[src/rtl/fetch_queue.sv]
// Instruction fetch queue: credit-limited memory reads into a circular buffer.
// Optional macro FETCHQ_BYPASS_EN forwards a response straight to instr0 when empty.
module fetch_queue #(
    parameter int          DEPTH    = 8,
    parameter int          MAX_OUT  = 2,
    parameter logic [31:0] RESET_PC = 32'h0000_0000
) (
    input  logic                     clk,
    input  logic                     n_rst,
    input  logic                     en,
    input  logic                     flush,
    input  logic [31:0]              flush_pc,
    input  logic [1:0]               pop_cnt,
    output logic                     mem_req,
    output logic [31:0]              mem_addr,
    input  logic                     mem_gnt,
    input  logic                     mem_rvalid,
    input  logic [31:0]              mem_rdata,
    output logic [31:0]              instr0,
    output logic [31:0]              instr1,
    output logic                     instr0_valid,
    output logic                     instr1_valid,
    output logic [31:0]              instr0_pc,
    output logic [$clog2(DEPTH):0]   count,
    output logic                     empty
);

    localparam int PW = $clog2(DEPTH);
    localparam int CW = PW + 1;
    localparam int SW = CW + 1;
    localparam logic [2:0]    MAX_OUT_L = 3'(MAX_OUT);
    localparam logic [SW-1:0] DEPTH_L   = SW'(DEPTH);

    typedef enum logic {RUN, DRAIN} state_t;

    state_t          state_q;
    logic [PW-1:0]   rd_ptr_q, wr_ptr_q;
    logic [CW-1:0]   count_q;
    logic [2:0]      out_q;
    logic [31:0]     fetch_pc_q, head_pc_q;
    logic [31:0]     buf_q [DEPTH];

    logic [SW-1:0]   credit_sum;
    logic            grant, resp, push, consume, bypass_hit;
    logic [1:0]      pop_req;
    logic [CW-1:0]   pops, adv, count_nxt;
    logic [2:0]      out_nxt;
    logic [PW-1:0]   rd1_ptr;

    assign credit_sum = {1'b0, count_q} + SW'(out_q);
    assign mem_req    = !n_rst && en && (state_q == RUN)
                        && (out_q < MAX_OUT_L) && (credit_sum < DEPTH_L);
    assign mem_addr   = fetch_pc_q;
    assign grant      = mem_req && mem_gnt;
    assign resp       = en && mem_rvalid;
    assign rd1_ptr    = rd_ptr_q + PW'(1);
    assign count      = count_q;
    assign empty      = (count_q == '0);

`ifdef FETCHQ_BYPASS_EN
    assign bypass_hit = en && (state_q == RUN) && (count_q == '0) && mem_rvalid;
`else
    assign bypass_hit = 1'b0;
`endif
    assign consume = bypass_hit && (pop_req != 2'd0) && !flush;
    assign push    = resp && (state_q == RUN) && !flush && !consume;

    // Clamp the pop request and limit it to what the queue actually holds
    always_comb begin
        pop_req = (pop_cnt > 2'd2) ? 2'd2 : pop_cnt;
        pops    = '0;
        if (count_q >= CW'(2))
            pops = CW'(pop_req);
        else if ((count_q == CW'(1)) && (pop_req != 2'd0))
            pops = CW'(1);
        adv       = pops + CW'(consume);
        count_nxt = count_q + CW'(push) - pops;
    end

    // Outstanding read tracking; a response with nothing outstanding cannot underflow
    always_comb begin
        out_nxt = out_q;
        if (grant)
            out_nxt = out_nxt + 3'd1;
        if (resp && (out_q != 3'd0))
            out_nxt = out_nxt - 3'd1;
    end

    // Pointer, count, PC and FSM state update; flush overrides pop and push
    always_ff @(posedge clk or posedge n_rst) begin
        if (n_rst) begin
            state_q    <= RUN;
            rd_ptr_q   <= '0;
            wr_ptr_q   <= '0;
            count_q    <= '0;
            out_q      <= '0;
            fetch_pc_q <= RESET_PC;
            head_pc_q  <= RESET_PC;
        end else if (en) begin
            out_q <= out_nxt;
            if (grant)
                fetch_pc_q <= fetch_pc_q + 32'd4;
            if (flush) begin
                count_q    <= '0;
                rd_ptr_q   <= '0;
                wr_ptr_q   <= '0;
                fetch_pc_q <= flush_pc;
                head_pc_q  <= flush_pc;
                state_q    <= (out_nxt != 3'd0) ? DRAIN : RUN;
            end else begin
                count_q   <= count_nxt;
                rd_ptr_q  <= rd_ptr_q + PW'(adv);
                head_pc_q <= head_pc_q + (32'(adv) << 2);
                if (push)
                    wr_ptr_q <= wr_ptr_q + PW'(1);
                if ((state_q == DRAIN) && (out_nxt == 3'd0))
                    state_q <= RUN;
            end
        end
    end

    // Entry storage; validity is tracked by count so no reset is needed
    always_ff @(posedge clk) begin
        if (push)
            buf_q[wr_ptr_q] <= mem_rdata;
    end

    // Head and head+1 views; invalid slots read as zero
    always_comb begin
        instr0_valid = (count_q != '0);
        instr1_valid = (count_q >= CW'(2));
        instr0       = instr0_valid ? buf_q[rd_ptr_q] : 32'h0;
        instr1       = instr1_valid ? buf_q[rd1_ptr] : 32'h0;
        instr0_pc    = head_pc_q;
        if (bypass_hit) begin
            instr0       = mem_rdata;
            instr0_valid = 1'b1;
        end
    end

endmodule

[config.mk]
export PLATFORM = sky130hd
export DESIGN_NAME = fetch_queue
export DESIGN_NICKNAME = d
export VERILOG_FILES = /design/src/rtl/fetch_queue.sv
export SDC_FILE = /design/constraint.sdc
export NUM_CORES = 1
export LEC_CHECK = 0
export ABC_CLOCK_PERIOD_IN_PS = 3990
export BUFFER_PORTS_ARGS = -buffer_cell sky130_fd_sc_hd__buf_4
export CAP_MARGIN = 20
export CORE_UTILIZATION = 47
export DETAILED_ROUTE_END_ITERATION = 7
export GPL_ROUTABILITY_DRIVEN = 0
export PLACE_DENSITY = 0.66
export RECOVER_POWER = 50
export SLEW_MARGIN = 20
export SYNTH_ARGS = -nofsm -noshare
export SYNTH_HDL_FRONTEND = slang
export SYNTH_SLANG_ARGS = --single-unit
[constraint.sdc]
create_clock -name clk -period 3.99 [get_ports clk]
set_input_delay 0.798 -clock clk [delete_from_list [all_inputs] [get_ports clk]]
set_output_delay 0.798 -clock clk [all_outputs]
set_load 0.05 [all_outputs]
==> results of run 1 <==
worst max-delay path, delay by kind of cell, from the launching register on:
kind	cells	cell delay (ns)
fa+ha+maj	3	0.86
buf+inv	4	0.41
flops	1	0.42
simple gates	7	1.72
compound gates	2	0.15
cell families after synthesis:
kind of cell	share of synthesized area, %
and+or+nand+nor	10.15
DFF	58.03
AOI/OAI and AO/OA	9.070
muxes	17.63
buffers and inverters	2.892
adders and majority gates	1.651
xor gates and xnor gates	0.5830
placed cells by master, fill, tap and decap left out, drive strengths merged, types with 25 or more instances in the layout:
cell    instances
edfxtp        256
nand2         187
clkbuf        149
buf           145
mux4          128
a21oi         121
dfrtp          76
nor2           46
o21ai          43
nand3          29
inv            25
nor3           25
final cells by class:
type | instances | area share, %
flip-flops and latches | 332 | 48.88
multi-input cells | 771 | 33.49
repair buffers | 243 | 8.051
clock buffers | 51 | 5.140
well taps | 455 | 2.898
clock inverters | 17 | 1.006
inverters | 27 | 0.5414
power by group:
part | switching [mW] | internal, mW
clock | 1.35 | 2.04
sequential | 0.287 | 3.92
combinational | 5.09 | 2.72
total | 6.73 | 8.69
metal layers:
| layer | part of all wire [%] | wire [um] | vias to the layer above | global-route usage (%) |
|---|---|---|---|---|
| li1 | - | - | 5153 | - |
| met1 | 41 | 18250 | 5889 | 34.76 |
| met2 | 48 | 21480 | 488 | 40.57 |
| met3 | 7.5 | 3314 | 92 | 4.449 |
| met4 | 3.1 | 1387 | 4 | 8.654 |
| met5 | 0.052 | 23 | - | 0 |
registers in the layout, summed over array words and instances (netlist names):
signal,count
state_q,1
mem_addr,31
count,4
out_q,3
buf_q,256
instr0_pc,31
wr_ptr_q,3
rd_ptr_q,3
worst min path at each step:
stage | from | end | depth (start not counted)
final | n_rst | instr0_pc[0]$_DFFE_PP0P_ | 2
after global routing | flush_pc[0] | instr0_pc[0]$_DFFE_PP0P_ | 3
after CTS | n_rst | instr0_pc[0]$_DFFE_PP0P_ | 2
after detailed placement | mem_addr[1]$_DFFE_PP0P_ | mem_addr[1]$_DFFE_PP0P_ | 2
after global placement | mem_addr[1]$_DFFE_PP0P_ | mem_addr[1]$_DFFE_PP0P_ | 2
after floorplan | wr_ptr_q[0]$_DFFE_PP0P_ | wr_ptr_q[0]$_DFFE_PP0P_ | 2
stage by stage:
| stage | TNS, ns | util [%] |
|---|---|---|
| 2_1_floorplan | -0.09297 | - |
| 3_3_place_gp | 0 | 54.46 |
| 3_5_place_dp | 0 | 54.46 |
| 4_1_cts | 0 | 57.95 |
| 5_1_grt | 0 | 56.86 |
| 6_report | 0 | 56.86 |
==> impl_metrics.ini, run 1 <==
[layout]
finalInstanceArea_um2 = 19640
drive_above_1_share_pct = 24.57
fin_nets = 1505
regArea_um2 = 9600
finalNonFillerCells = 1896
multi_input_area_um2 = 6578
fillers = 2884
antennaDiodeCount = 0
area_delta_synth_final_pct = 18.86

[global_route]
grt_pass1_vias = 11690
grt_overflow = 0
grt.total_usage_pct = 25.23
grt_max_degree = 131
grt_pass1_wl_um = 68460
antenna_found_initial = 2

[cts]
clock_path_buffers = 3
cts-hold-fix-buffers = 0
cts.clk_slew.worst_paths_ns = 0.06
cts_buffers = 38
h-tree-depth = 2
cts_resized = 0
numClockSinks = 332
cts_tree = built
post_cts_buffers = 0
cts_root_buffer = clkbuf_16
clk_latency_ns = 0.54

[sta]
max_slew_margin_pct = -33.43
hold_slack_ns = 0.4650
fin_crit_sh_pct = 93.41
setup_viol = 0
fin_crit_ns = 3.727
setup_ws_ns = 0.2629
tightest_slew_ns = 2.001
max_freq_mhz = 268.3
hold_viol = 0
drv_slew = 36
finClkSkew_ns = 0.02221
rsz0062_at_grt = false

[critical_path]
worst-path-max-fanout = 6
r2r-end = instr0_pc[30]$_DFFE_PP0P_
startpoint = count[2]$_DFFE_PP0P_
crit_chain = inv_1, ha_1, nor2b_4, clkinvlp_4, nand2_1, inv_1, nor3_2, ha_1, inv_1, fa_1, nand4b_4, nor4_4, nand3_2, or4b_1, o21ai_1, a21oi_1
cp-start-kind = register
critPathKind = reg -> reg
cp-end-kind = register
endpoint = instr0_pc[30]$_DFFE_PP0P_
reg2reg_depth = 16
arrival_ns = 4.09
critPathMostFrequentCell = inv_1
r2r-start = count[2]$_DFFE_PP0P_
crit_slowest_cell = or4b_1
worstPathRequired_ns = 4.35
max_stage_delay_ns = 0.51
worst-r2r-setup-slack_ns = 0.26

[synthesis]
synth_cells = 1209
synthTopCellsByArea = edfxtp_1, mux4_2, dfrtp_1, nand2_1, a21oi_1
synth-seq-area-share_pct = 58.03
ys_seq_elements = 332
synthArstFlopShare_pct = 22.89
synth_nets = 1301
synth_warnings = 0
synth_area_um2 = 16530
yosys-top-cells-count = edfxtp_1, nand2_1, mux4_2
yosys.cell_types.count = 71
synth.most_common_cell = edfxtp_1
synth_ff_type = edfxtp_1
synth_top_cell_by_area = edfxtp_1
synth_top_area_share_pct = 46.52
synth-edff-count = 256
syn_avg_cell_area_um2 = 13.67

[power_and_ir_drop]
power_mw = 15.42
power_leakage_nw = 6.788
ir_worst_vdd_v = 0.0007800
power_density_nw_per_um2 = 785.1

[detailed_routing]
routed_via_density = 6.132
wl_per_cell_um = 23.45
drc = 0
finalWirelength_um = 44460
vias = 11630
drt_first_pass_iters = 8
drt-initial-drc-count = 949
ant_nets = 0

[place]
dp.cells = 1828
post-place-ws_ns = 0.2965
hpwlAfterDp_um = 28060
port_buffers = 207
placed_area_um2 = 18810

[die]
rows = 68
core-area_um2 = 34540
die_width_um = 189.5
ioPinCount = 208
start_util_pct = 47.84
die_area_um2 = 35920
die_y_um = 189.5

[run_status]
outcome = finished, violations left
violations = capacitance limit, slew limit

[flow_run]
drv_cap = 1

[worst_hold_path]
hp-class = in -> async
Power figures use the tool's default switching activity.
==> run 2, diff against run 1 <==
- REMOVE_ABC_BUFFERS: default -> 1
==> impl_metrics.ini, run 2 (synthesized netlist as in run 1, its figures left out) <==
[sta]
finClkSkew_ns = 0.01715
max_freq_mhz = 274.2
tightest_slew_ns = 1.421
fin_crit_sh_pct = 91.40
max_slew_margin_pct = 5.151
fin_crit_ns = 3.647
hold_slack_ns = 0.4594
hold_viol = 0
rsz0062_at_grt = false
drv_slew = 0
setup_viol = 0

[cts]
numClockSinks = 332
clk_latency_ns = 0.53
cts_tree = built
cts_root_buffer = clkbuf_16
cts_resized = 0
clock_path_buffers = 3
h-tree-depth = 2
cts-hold-fix-buffers = 0
cts_buffers = 36
post_cts_buffers = 0
cts.clk_slew.worst_paths_ns = 0.06

[die]
ioPinCount = 208
die_area_um2 = 35920
rows = 68
die_width_um = 189.5
start_util_pct = 47.84
core-area_um2 = 34540
die_y_um = 189.5

[global_route]
grt_overflow = 0
grt_max_degree = 131
gr-max-usage-layer = met2
met3_usage_pct = 4.467
met1_usage_pct = 33.48
grt.total_usage_pct = 25.09
antenna_found_initial = 5
use_met2_pct = 41.46
grt_pass1_wl_um = 68310
grt_pass1_vias = 11820

[layout]
finalNonFillerCells = 1899
fin_nets = 1504
area_delta_synth_final_pct = 18.37
top_register = buf_q
final_common_cell = edfxtp_1
utilization_pct = 56.63
largest_reg_flops = 256
drive_above_1_share_pct = 24.44
layout_common_cells = edfxtp_1, nand2_1, buf_4

[run_status]
outcome = finished clean

[critical_path]
cp-start-kind = register
critPathMostFrequentCell = inv_1
arrival_ns = 4.03
critPathKind = reg -> reg
cp-end-kind = register
cp_num_buf_inv = 4
cpLargestDelayFamily = simple AND/OR/NAND/NOR gates
max_stage_delay_ns = 0.51
cp_num_cells = 16
crit_chain = inv_1, ha_1, nor2b_4, inv_1, nand2_1, inv_1, nor3_2, ha_1, inv_1, fa_1, nand4b_4, nor4_4, nand3_2, or4b_1, o21ai_1, a21oi_1
worst-path-max-fanout = 6
crit_slowest_cell = or4b_1
r2r-start = count[2]$_DFFE_PP0P_
startpoint = count[2]$_DFFE_PP0P_
reg2reg_depth = 16
worstPathRequired_ns = 4.37

[detailed_routing]
drc = 0
drt_first_pass_iters = 6
wl_per_cell_um = 23.23
ant_nets = 0
vias = 11740
drt-initial-drc-count = 1038
routed_via_density = 6.184
finalWirelength_um = 44120

[power_and_ir_drop]
p_clk_share_pct = 21.7
seq_power_share_pct = 27.3
power.switching_mw = 6.722
p_sw_share_pct = 43.95
power_density_nw_per_um2 = 781.8
power_leakage_nw = 6.790
p_comb_share_pct = 51.0
p_int_mw = 8.572
ir_worst_vdd_v = 0.0006980

[place]
hpwlAfterDp_um = 27350
port_buffers = 207
dp.cells = 1829

[flow_run]
drv_cap = 0

[worst_hold_path]
hp-class = in -> reg
whs_path_depth = 3
holdCritStartpoint = flush_pc[1]
-- run 2: worst min-delay path, cell delays in order --
cell and delay, ns:
buf_4 0.08, nand2_1 0.04, nand2_1 0.05
-- run 2: final timing paths --
kind                                              to  slack, ns
min                          mem_addr[1]$_DFFE_PP0P_       0.46
max in group asynchronous   mem_addr[16]$_DFFE_PP0P_       1.48
min reg2reg                  mem_addr[1]$_DFFE_PP0P_       0.51
min in group asynchronous   instr0_pc[9]$_DFFE_PP0P_       0.72
max reg2reg                instr0_pc[30]$_DFFE_PP0P_       0.34
max                        instr0_pc[30]$_DFFE_PP0P_       0.34
-- run 2: power groups by stage --
| stage | logic (mW) | clock network, mW | registers [mW] |
|---|---|---|---|
| after detailed placement | 7.94 | 0 | 4.24 |
| after floorplan | 5.10 | 0 | 4.90 |
| after CTS | 7.97 | 3.36 | 4.18 |
| final | 7.79 | 3.32 | 4.18 |
| after global routing | 8.27 | 3.49 | 4.21 |
| after global placement | 7.87 | 0 | 4.24 |
-- run 2: final cells by class --
class / count / area (um^2)
Fill cell: 2887 / 14980
Antenna cell: 4 / 10.01
Sequential cell: 332 / 9597
Tap cell: 455 / 569.3
Timing Repair Buffer: 244 / 1551
Inverter: 27 / 101.3
Multi-Input combinational cell: 771 / 6565
Clock buffer: 48 / 945.9
Clock inverter: 18 / 221.5
-- run 2: per-layer routing --
layer  share of wire (%)  vias up
li1                    -     5158
met1                  39     5916
met2                  49      562
met3                 8.8      105
met4                 3.2        2
met5               0.027        -
-- run 2: stage by stage --
| step | cell area (um^2) | setup TNS, ns | setup slack [ns] | power (mW) |
|---|---|---|---|---|
| after floorplan | 16150 | -309.69 | -4.271 | 10.00 |
| after global placement | 18750 | 0 | 0.3487 | 12.12 |
| after CTS | 19920 | 0 | 0.2629 | 15.51 |
| after global routing | 19550 | 0 | 0.1024 | 15.97 |
| final | 19560 | 0 | 0.3433 | 15.29 |
| after detailed placement | 18750 | 0 | 0.2468 | 12.19 |
==> run 3, diff against run 2 <==
- ABC_AREA: default -> 1
- RECOVER_POWER: 50 -> 25
==> impl_metrics.ini, run 3 <==
[sta]
hold_slack_ns = 0.4235
fin_crit_ns = 3.696
tns_ns = 0
drv_slew = 0
setup_viol = 0
max_slew_margin_pct = 46.37
hold_viol = 0
tightest_slew_ns = 0.8045
rsz0062_at_grt = false
fin_crit_sh_pct = 92.63
max_freq_mhz = 270.6
finClkSkew_ns = 0.01163

[detailed_routing]
wl_per_cell_um = 19.22
routed_via_density = 5.790
drt_first_pass_iters = 8
vias = 15380
drc = 0
drt-initial-drc-count = 1441
ant_nets = 0
finalWirelength_um = 51050

[die]
ioPinCount = 208
die_y_um = 195.5
rows = 70
die_area_um2 = 38230
core-area_um2 = 36700
start_util_pct = 47.97
die_width_um = 195.5

[power_and_ir_drop]
ir_worst_vdd_v = 0.0008000
p_sw_share_pct = 51.08
seq_power_share_pct = 23.3
power_leakage_nw = 8.129
power_density_nw_per_um2 = 869.8
power.switching_mw = 9.206
p_clk_share_pct = 18.6
p_int_mw = 8.817
p_comb_share_pct = 58.2

[layout]
finalInstanceArea_um2 = 20720
layout_common_cells = nand2_1, o21ai_0, edfxtp_1
top_register = buf_q
finalNonFillerCells = 2656
drive_above_1_share_pct = 14.64
area_delta_synth_final_pct = 17.70
largest_reg_flops = 256
final_common_cell = nand2_1
fillers = 3232
fin_nets = 2247

[cts]
cts.clk_slew.worst_paths_ns = 0.06
numClockSinks = 332
post_cts_buffers = 0
cts_resized = 0
clk_latency_ns = 0.52
cts_buffers = 39
cts_root_buffer = clkbuf_16
cts-hold-fix-buffers = 0
cts_tree = built
h-tree-depth = 2
clock_path_buffers = 3

[synthesis]
synthArstFlopShare_pct = 22.89
yosys-top-cells-count = nand2_1, o21ai_0, edfxtp_1
synth-seq-area-share_pct = 54.47
syn_avg_cell_area_um2 = 8.829
synth.most_common_cell = nand2_1
synth-edff-count = 256
synth_warnings = 0
synth_top_area_share_pct = 43.67
synthTopCellsByArea = edfxtp_1, dfrtp_1, o21ai_0, a21oi_1, nand2_1
yosys.cell_types.count = 40
ys_seq_elements = 332
synth_cells = 1994
synth_area_um2 = 17600
synth_top_cell_by_area = edfxtp_1
synth_ff_type = edfxtp_1

[run_status]
outcome = finished clean

[global_route]
grt_pass1_vias = 14610
grt_max_degree = 163
grt_pass1_wl_um = 78740
antenna_found_initial = 2
grt_overflow = 0
grt.total_usage_pct = 26.28

[critical_path]
reg2reg_depth = 19
cp-start-kind = register
worst-path-max-fanout = 162
arrival_ns = 2.90
cp-end-kind = output pin
r2r-end = instr0_pc[20]$_DFFE_PP0P_
startpoint = rd_ptr_q[0]$_DFFE_PP0P_
endpoint = instr1[11]
r2r-start = count[2]$_DFFE_PP0P_
worst-r2r-setup-slack_ns = 0.86
critPathKind = reg -> out
worstPathRequired_ns = 3.19

[place]
dp.cells = 2582
placed_area_um2 = 19610
port_buffers = 207
hpwlAfterDp_um = 32040

[flow_run]
drv_cap = 0

[worst_hold_path]
hp-class = in -> async
run 3: cell count changes in the layout (fill, tap and decap cells not counted), sizes merged, moves of 28 or more:
cell,delta
o21ai,+294
inv,+168
nor2,+145
a21oi,+129
mux4,-128
nand2,+108
buf,+74
clkbuf,-74
a31oi,+38
o211ai,+35
nor3,+28
run 3: cell type report:
cell class                      count  area [um^2]  share of cell area, %
Tap cell                          468        585.6                  2.826
Multi-Input combinational cell   1341         6756                  32.61
Clock buffer                       44         1016                  4.903
Sequential cell                   332         9597                  46.32
Antenna cell                        2        5.005                0.02415
Timing Repair Buffer              248         1836                  8.859
Clock inverter                     28        191.4                 0.9239
Inverter                          193        733.2                  3.539
run 3: cells by family (layout without fill, tap and decap cells):
logic type | count (synthesis) | count (layout) | share of synthesized area, %
compound gates | 688 | 688 | 20.80
simple gates | 612 | 612 | 14.58
flops | 332 | 332 | 54.47
buf+inv | 321 | 513 | 7.562
xor+xnor | 21 | 21 | 1.045
fa+ha+maj | 20 | 20 | 1.549
other cells | 0 | 2 | 0
run 3: worst min path at each step:
stage	from	to	depth (start not counted)
final	n_rst	instr0_pc[29]$_DFFE_PP0P_	3
after global placement	state_q$_DFFE_PP0P_	state_q$_DFFE_PP0P_	2
after CTS	n_rst	instr0_pc[29]$_DFFE_PP0P_	3
after floorplan	state_q$_DFFE_PP0P_	state_q$_DFFE_PP0P_	2
after detailed placement	state_q$_DFFE_PP0P_	state_q$_DFFE_PP0P_	2
after global routing	n_rst	instr0_pc[27]$_DFFE_PP0P_	3
run 3: metrics by stage:
step	setup slack (ns)	power, mW	utilization (%)
floorplan	-4.708	11.29	-
finish	0.2941	18.02	56.46
global route	0.1139	18.95	56.45
CTS	0.2318	18.03	56.72
detailed placement	0.7680	14.68	53.43
global placement	0.8208	14.52	53.43
run 3: power groups by stage:
stage / sequential, mW / combinational (mW) / clock [mW]
2_1_floorplan: 4.89 / 6.40 / 0
4_1_cts: 4.19 / 10.5 / 3.39
6_report: 4.19 / 10.5 / 3.35
3_5_place_dp: 4.25 / 10.4 / 0
5_1_grt: 4.22 / 11.2 / 3.52
3_3_place_gp: 4.25 / 10.3 / 0
run 3: worst max-delay path, cell delays in order, from the launching register on:
cell	delay, ns
dfrtp_4	0.53
inv_8	0.57
buf_4	0.35
a21oi_1	0.08
o21ai_0	0.12
a21oi_1	0.09
nor3_1	0.34
buf_4	0.27
run 3: per-layer routing:
layer	routed length, um	part of all wire, %	GRT usage [%]	vias to the layer above
li1	-	-	-	7266
met1	21020	41	34.72	7328
met2	23980	47	43.41	684
met3	4585	9.0	4.801	99
met4	1465	2.9	9.245	0
met5	0	0	0	-
